[src/rtl/la_ioring_cfg.sv]
// Serial configuration master for the IO ring: a per-pad config bank that is
// shifted out MSB-first (last pad first) on sdata/sclk, then latched with supdate.

module la_ioring_cfg_pad #(
    parameter int               CFGW        = 8,
    parameter logic [CFGW-1:0]  CFG_DEFAULT = '0
) (
    input  logic            clk,
    input  logic            nreset,
    input  logic            we,
    input  logic [CFGW-1:0] d,
    output logic [CFGW-1:0] q
);
    always_ff @(posedge clk) begin
        if (!nreset)  q <= CFG_DEFAULT;
        else if (we)  q <= d;
    end
endmodule

module la_ioring_cfg #(
    parameter int               NPADS       = 16,
    parameter int               CFGW        = 8,
    parameter int               RINGW       = 8,
    parameter logic [CFGW-1:0]  CFG_DEFAULT = '0,
    localparam int              AW          = (NPADS > 1) ? $clog2(NPADS) : 1
) (
    input  logic             clk,
    input  logic             nreset,
    input  logic             wr_en,
    input  logic [AW-1:0]    wr_addr,
    input  logic [CFGW-1:0]  wr_data,
    output logic             wr_err,
    input  logic             start,
    output logic             busy,
    output logic             done,
    output logic [RINGW-1:0] ioring
);
    localparam int N  = NPADS * CFGW;
    localparam int CW = $clog2(N + 1);
    localparam logic [N-1:0] MSB1 = N'(1) << (N - 1);

    typedef enum logic [1:0] {IDLE, SHIFT_LO, SHIFT_HI, UPDATE} state_t;

    state_t                       state, state_nxt;
    logic [CW-1:0]                cnt, cnt_nxt;
    logic [NPADS-1:0][CFGW-1:0]   bank, bank_nxt;
    logic [NPADS-1:0]             we;
    logic                         wr_ok, wr_bad;
    logic [N-1:0]                 flat_nxt, sel;
    logic                         sdata, sclk, supd;
    logic                         sdata_d, sclk_d, supd_d, busy_d, done_d;

    assign wr_ok  = wr_en && (state == IDLE) && (int'(wr_addr) < NPADS);
    assign wr_bad = wr_en && !wr_ok;

    // bank_nxt lets a write issued together with start land in the first bit
    for (genvar i = 0; i < NPADS; i++) begin : g_pad
        assign we[i]       = wr_ok && (wr_addr == AW'(i));
        assign bank_nxt[i] = we[i] ? wr_data : bank[i];

        la_ioring_cfg_pad #(.CFGW(CFGW), .CFG_DEFAULT(CFG_DEFAULT)) u_pad (
            .clk    (clk),
            .nreset (nreset),
            .we     (we[i]),
            .d      (wr_data),
            .q      (bank[i])
        );
    end

    assign flat_nxt = bank_nxt;
    assign sel      = MSB1 >> cnt_nxt;

    always_ff @(posedge clk) begin
        if (!nreset) begin
            state <= IDLE;
            cnt   <= '0;
        end else begin
            state <= state_nxt;
            cnt   <= cnt_nxt;
        end
    end

    always_comb begin
        state_nxt = state;
        cnt_nxt   = cnt;
        case (state)
            IDLE: if (start) begin
                state_nxt = SHIFT_LO;
                cnt_nxt   = '0;
            end
            SHIFT_LO: state_nxt = SHIFT_HI;
            SHIFT_HI: begin
                if (cnt == CW'(N - 1)) begin
                    state_nxt = UPDATE;
                end else begin
                    state_nxt = SHIFT_LO;
                    cnt_nxt   = cnt + CW'(1);
                end
            end
            UPDATE:   state_nxt = IDLE;
            default:  state_nxt = IDLE;
        endcase
    end

    // Outputs are decoded from the next state and registered
    always_comb begin
        busy_d  = (state_nxt != IDLE);
        sclk_d  = (state_nxt == SHIFT_HI);
        supd_d  = (state_nxt == UPDATE);
        done_d  = (state == UPDATE);
        sdata_d = 1'b0;
        if (state_nxt == SHIFT_LO || state_nxt == SHIFT_HI)
            sdata_d = |(flat_nxt & sel);
    end

    always_ff @(posedge clk) begin
        if (!nreset) begin
            sdata  <= 1'b0;
            sclk   <= 1'b0;
            supd   <= 1'b0;
            busy   <= 1'b0;
            done   <= 1'b0;
            wr_err <= 1'b0;
        end else begin
            sdata  <= sdata_d;
            sclk   <= sclk_d;
            supd   <= supd_d;
            busy   <= busy_d;
            done   <= done_d;
            wr_err <= wr_bad;
        end
    end

    always_comb begin
        ioring    = '0;
        ioring[0] = sdata;
        ioring[1] = sclk;
        ioring[2] = supd;
    end
endmodule

[config.mk]
export PLATFORM = sky130hd
export DESIGN_NAME = la_ioring_cfg
export DESIGN_NICKNAME = d
export VERILOG_FILES = /design/src/rtl/la_ioring_cfg.sv
export SDC_FILE = /design/constraint.sdc
export NUM_CORES = 1
export LEC_CHECK = 0
export BUFFER_PORTS_ARGS = -buffer_cell sky130_fd_sc_hd__buf_2
export CORE_MARGIN = 2
export CORE_UTILIZATION = 62
export CTS_BUF_LIST = sky130_fd_sc_hd__clkbuf_16
export DETAILED_ROUTE_END_ITERATION = 10
export GPL_TIMING_DRIVEN = 0
export PLACE_DENSITY = 0.8
export SLEW_MARGIN = 20
export SYNTH_ARGS = -nofsm -noshare
export SYNTH_HDL_FRONTEND = slang
export SYNTH_SLANG_ARGS = --single-unit
[constraint.sdc]
create_clock -name clk -period 3.9 [get_ports clk]
set_input_delay 0.39 -clock clk [delete_from_list [all_inputs] [get_ports clk]]
set_output_delay 0.39 -clock clk [all_outputs]
set_load 0.005 [all_outputs]
Word-level counts from Yosys, hierarchy flattened --
Index checks and enable logic that the tools add are counted.
Storage, ports and cells: register bits 144, bits in latches 0, bits in writable memories 0, bits in read-only memories 0, output and inout port bits 11, memories kept 0
Operators by class: add/sub/neg operators 1, $mul 0, divide/modulo/power cells 0, magnitude comparators 0, equal/unequal tests 22, shift-type cells 1, muxes and demuxes 22, bitwise gates (word level) 1, reductions and logical operators 25
Operator list (number):
- two-way mux 8 bit | 18
- AND 128 bit | 1
- OR reduction 128 bit | 1
- >> shifter 128 x 8 -> 128 bit (first input constant) | 1
- == test 4 bit (second input constant) | 8
- logical AND 1 bit | 18
- == test 4 x 3 -> 1 bit (second input constant) | 4
- case mux 8 bit (2 select lines) | 1
- adder 8 x 1 -> 8 bit (second input constant) | 1
- == test 2 bit (second input constant) | 4
- == test 4 x 2 -> 1 bit (second input constant) | 2
- == test 8 x 7 -> 1 bit (second input constant) | 1
- case mux 2 bit (4 select lines) | 1
- == test 2 x 1 -> 1 bit (second input constant) | 2
- == test 4 x 1 -> 1 bit (second input constant) | 1
- zero test 4 bit | 1
- two-way mux 2 bit | 2
- zero test 2 bit | 1
- AND reduction 2 bit | 1
- nonzero test 2 bit | 1
- zero test 1 bit | 1
- logical OR 1 bit | 1

Depth between registers and ports, before layout --
depth after elaboration 6, gate-level depth with buffers 13, gate-level depth less buffers 10

By module --
From an unflattened synthesis, not the netlist that was laid out.
Unflattened totals: cells, all modules 895, area total of the unflattened synthesis 8459.4 um^2
By module, submodules not included:
- la_ioring_cfg_pad | times used 16, cells an instance 25, area an instance 301.5 um^2, sequential area each 160.2 um^2
- la_ioring_cfg | times used 1, cells an instance 495, area an instance 3634.7 um^2, sequential area each 320.3 um^2

Least setup slack after synthesis --
OpenSTA, ideal clock, no wires.
path type reg2reg, start point register cnt[0], end point register sdata, setup time 0.126 ns, arrival time 3.203 ns, data required time 3.774 ns, slack 0.571 ns, stages on the path, launching flop included 11, buffers on the path 0, period minus slack after synthesis 3.329 ns, cell sequence dfxtp_1 > ha_1 > nand3_1 > o21ai_2 > mux2i_1 > mux4_2 > a32oi_1 > nor3_1 > or4_1 > nor4_1 > nor3_1
On the way: word-level cells in the longest chain between the ends 6, elaborated cells on any way between the ends 14, classes of those cells add/sub (1); eq/ne (3); shift (1); mux (5); bitwise (1); reduce/logical (3)
Ends and longest elaborated chain:
- start, declared | line 45 | logic [CW-1:0] cnt, cnt_nxt;
- start signal, assigned | line 79 | cnt <= cnt_nxt;
- adder 8 x 1 -> 8 bit / == test 8 x 7 -> 1 bit (equally long branches) | line 97, 93
- two-way mux 8 bit / two-way mux 2 bit (equally long branches) | line 93 | if (cnt == CW'(N - 1)) begin
- case mux 8 bit (2 select lines) / case mux 2 bit (4 select lines) (equally long branches) | line 86 | case (state)
- >> shifter 128 x 8 -> 128 bit (tied with other cells) | line 71 | assign sel = MSB1 >> cnt_nxt;
- AND 128 bit / logical OR 1 bit (equally long branches) | line 113, 112
- OR reduction 128 bit / AND reduction 2 bit (equally long branches)
- end signal, assigned | line 125 | sdata <= sdata_d;
- end, declared | line 50 | logic sdata, sclk, supd;
Several ways; a longest one is shown, not always the timed one. A chain may end at the register's enable or synchronous reset.

Worst setup path after layout --
start point register state[0], end point register sdata
On the way: word-level cells in the longest chain between the ends 6, elaborated cells on any way between the ends 47, classes of those cells eq/ne (5); shift (1); mux (19); bitwise (1); reduce/logical (21)
Ends and longest elaborated chain:
- start, declared | line 44 | state_t state, state_nxt;
- start signal, assigned | line 78 | state <= state_nxt;
- parallel branches: the longest is 6 deep, another holds >> shifter 128 x 8 -> 128 bit
Parallel ways; which one is timed is not known.

==> results.toml <==
[run_status]
outcome = "complete, no violations"

[power]
leakagePower_nw = 3.31
totalPowerFinal_mw = 3.30
p_seq_share_pct = 45.4
power.switching_mw = 0.814
vdd_drop_max_mv = 0.404
swShare_pct = 24.7
power.density_nw_per_um2 = 406
p_comb_share_pct = 7.5
power_frac_clock_pct = 47.1
p_int_mw = 2.49

[worst_setup_path]
path_max_fanout = 10
start_kind = "flip-flop"
r2r-end = "sdata"
path_depth = 11
slowest_delay_ns = 0.62
cp.buffers_inverters = 2
ff2ff_setup_slack_ns = 0.11
cpLargestDelayFamily = "simple AND/OR/NAND/NOR gates"
path_cells = "buf_6 > or4bb_2 > buf_2 > nor2_4 > mux2i_2 > o22a_1 > o22ai_1 > o41ai_2 > or4b_4 > nor4_4 > nor3_1"
crit_type = "reg -> reg"
required_ns = 4.19
crit_arrival_ns = 4.08
end_kind = "flip-flop"
cpMaxStageDelayCell = "or4bb_2"
worstRegToRegCells = 11
reg2reg_from = "state[0]"

[timing]
rsz0062_at_grt = "false"
timing.hold.ws_ns = 0.261
tightest_slew_ns = 1.13
setup_viol = 0
fin_skew_ns = 0.0108
slew_headroom_pct = 24.1
period_minus_slack_ns = 3.79
drv_slew = 0
setup_slack_ns = 0.111
hold_violations = 0
fmaxAchievable_mhz = 264
period_share_pct = 97.1

[worst_hold_path]
hold_class = "in -> reg"
whs_endpoint = "g_pad[9].u_pad.q[6]"
worstHoldStart = "wr_data[6]"
min_path_cells = 3

[yosys]
synth_mux_area_share_pct = 19.2
ys_types = 84
synth_top_family_by_area = "simple AND/OR/NAND/NOR gates"
synth_compound_area_share_pct = 13.7
yosys.area_share.adder_pct = 0.523
ys_seq_elements = 144
synthXorXnorAreaFrac_pct = 0
synth_warnings = 0
synth.cell_area_um2 = 7170
synthFlopType = "dfxtp_1"
synth_cells = 775
synth_edf_count = 0
syn_avg_cell_area_um2 = 9.25
synth-simple-area-share_pct = 19.5
ys_seq_area_share_pct = 40.2
async_flop_share_pct = 0

[detailed_routing]
drc = 0
num_vias = 6659
postRouteWirelength_um = 25800
first_pass_iters = 6
ant_nets = 0
detail_route.vias_per_cell = 6.86
wl_per_cell_um = 26.6
drtIter0Drc = 887

[clocking]
cts.reportedPaths.clkPinSlew_ns = 0.06
cts_sinks = 144
cts_buffers = 17
ctsHoldBuffers = 0
cts_tree = "built"
insertion_delay_ns = 0.43
clk_root_buffer_cell = "clkbuf_16"
clock_path_buffers = 2
htree_levels = 4

[final_layout]
final_cell_area_um2 = 8130
nNetsFinal = 836
diodes = 0
synthToLayoutAreaGrowth_pct = 13.4
fin_util_pct = 71.5
drive_gt1_share_pct = 16.9

[place]
io_buffers = 15
post-dp-hpwl_um = 17600
preCtsSetupSlack_ns = -0.353
place_congestion = 0.948
post_dp_cell_area_um2 = 7460

[die]
core_area_um2 = 11400
initial_core_util_pct = 63.1
rows = 39
io_pins = 27
dieArea_um2 = 12400
dieHeight_um = 112
die_w_um = 112

[job]
drv_cap = 0

[global_routing]
grt_pass1_vias = 6414
antenna_found_initial = 0
grt_pass1_wl_um = 38300
overflow = 0
grt_max_degree = 17
grt_use_total_pct = 41.5
[tightest hold or removal path, stage by stage]
cell     delay, ns
buf_2         0.08
mux2i_1       0.08
nor2_1        0.09
[per-layer routing]
metal | global-route usage, % | wire length [um]
met5 | 0 | 0
met3 | 12.6 | 3000
met4 | 23.9 | 1580
met1 | 52.9 | 10100
met2 | 62.7 | 11200
[synthesized netlist by cell type (all sizes together) (2+ instances only)]
master / instances / area share (%)
a211o: 2 / 0.26
a211oi: 4 / 0.42
a21oi: 25 / 1.7
a32oi: 4 / 0.49
and2: 3 / 0.28
and3: 5 / 0.49
buf: 30 / 2.9
clkbuf: 42 / 3.5
dfxtp: 144 / 40
ha: 3 / 0.52
inv: 8 / 0.42
mux2: 4 / 0.63
mux2i: 127 / 18
mux4: 2 / 0.63
nand2: 26 / 1.4
nand2b: 2 / 0.17
nand3: 18 / 1.3
nand3b: 2 / 0.21
nand4b: 2 / 0.24
nor2: 148 / 8.1
nor3: 27 / 2.0
nor4: 12 / 1.1
o2111ai: 7 / 0.86
o211a: 3 / 0.42
o211ai: 7 / 0.73
o21a: 3 / 0.31
o21ai: 16 / 1.2
o221ai: 2 / 0.33
o22a: 13 / 1.6
o22ai: 17 / 1.5
o311a: 2 / 0.28
o31a: 2 / 0.26
o32a: 7 / 0.99
o32ai: 7 / 0.86
or2: 2 / 0.17
or3: 11 / 0.96
or3b: 3 / 0.40
or4: 8 / 0.86
or4b: 3 / 0.47
[cells by family after synthesis]
kind of cell	count (synthesis)
simple gates	281
flops	144
compound gates	133
mux	133
buf+inv	80
fa+ha+maj	3
other cells	1
[layout make-up]
cell class | instances | area [um2]
Multi-Input combinational cell | 555 | 3910
Fill cell | 906 | 3240
Sequential cell | 144 | 2880
Buffer | 70 | 455
Clock buffer | 17 | 425
Tap cell | 143 | 179
Clock inverter | 13 | 124
Timing Repair Buffer | 21 | 124
Inverter | 8 | 30.0
[flip-flops by register name (all words and copies together), names as in the netlist]
register / cells
g_pad.u_pad.q: 128
done: 1
cnt: 8
state: 2
sdata: 1
wr_err: 1
sclk: 1
busy: 1
supd: 1
[cell usage in the layout (no fill, tap or decap), types with 5 or more instances in the layout]
cell	instances
o211ai_1	7
o32ai_1	7
nand3_1	13
clkbuf_1	27
clkinvlp_4	5
buf_4	15
or3_1	11
mux2i_1	123
nor3_1	26
nor2_1	144
o32a_1	6
clkbuf_16	17
nand3_2	5
o22ai_1	17
clkbuf_8	9
buf_2	27
conb_1	5
dfxtp_1	144
o21ai_0	12
nand2_1	24
a21oi_1	24
o22a_1	13
or4_1	7
nor4_1	10
inv_1	8
o2111ai_1	7
buf_6	7
[worst max-delay path by stage]
stage | from | end | slack [ns]
2_1_floorplan | cnt[0] | sdata | 0.57
3_3_place_gp | cnt[0] | sdata | -0.40
3_5_place_dp | cnt[0] | sdata | -0.35
4_1_cts | cnt[0] | sdata | 0.002
5_1_grt | state[0] | sdata | 0.003
6_report | state[0] | sdata | 0.11
[repair_timing]
item                                    CTS  global route
pin swaps                                 2             3
gates cloned                              0             0
endpoints found under the setup margin    1             1
gates resized for setup                   7            13
setup buffers                             3             2
[power by group through the flow]
stage | Sequential [mW] | Clock [mW] | Combinational [mW]
2_1_floorplan | 1.53 | 0 | 0.148
3_3_place_gp | 1.53 | 0 | 0.225
3_5_place_dp | 1.53 | 0 | 0.232
4_1_cts | 1.50 | 1.55 | 0.235
5_1_grt | 1.50 | 1.61 | 0.258
6_report | 1.50 | 1.55 | 0.249
[metrics by stage]
stage | TNS [ns] | cells
4_1_cts | 0 | 970
3_5_place_dp | -0.353 | 938
3_3_place_gp | -0.402 | 937
6_report | 0 | 971
5_1_grt | 0 | 971
2_1_floorplan | 0 | 779
Note: power is estimated with default switching activity, not from simulation.
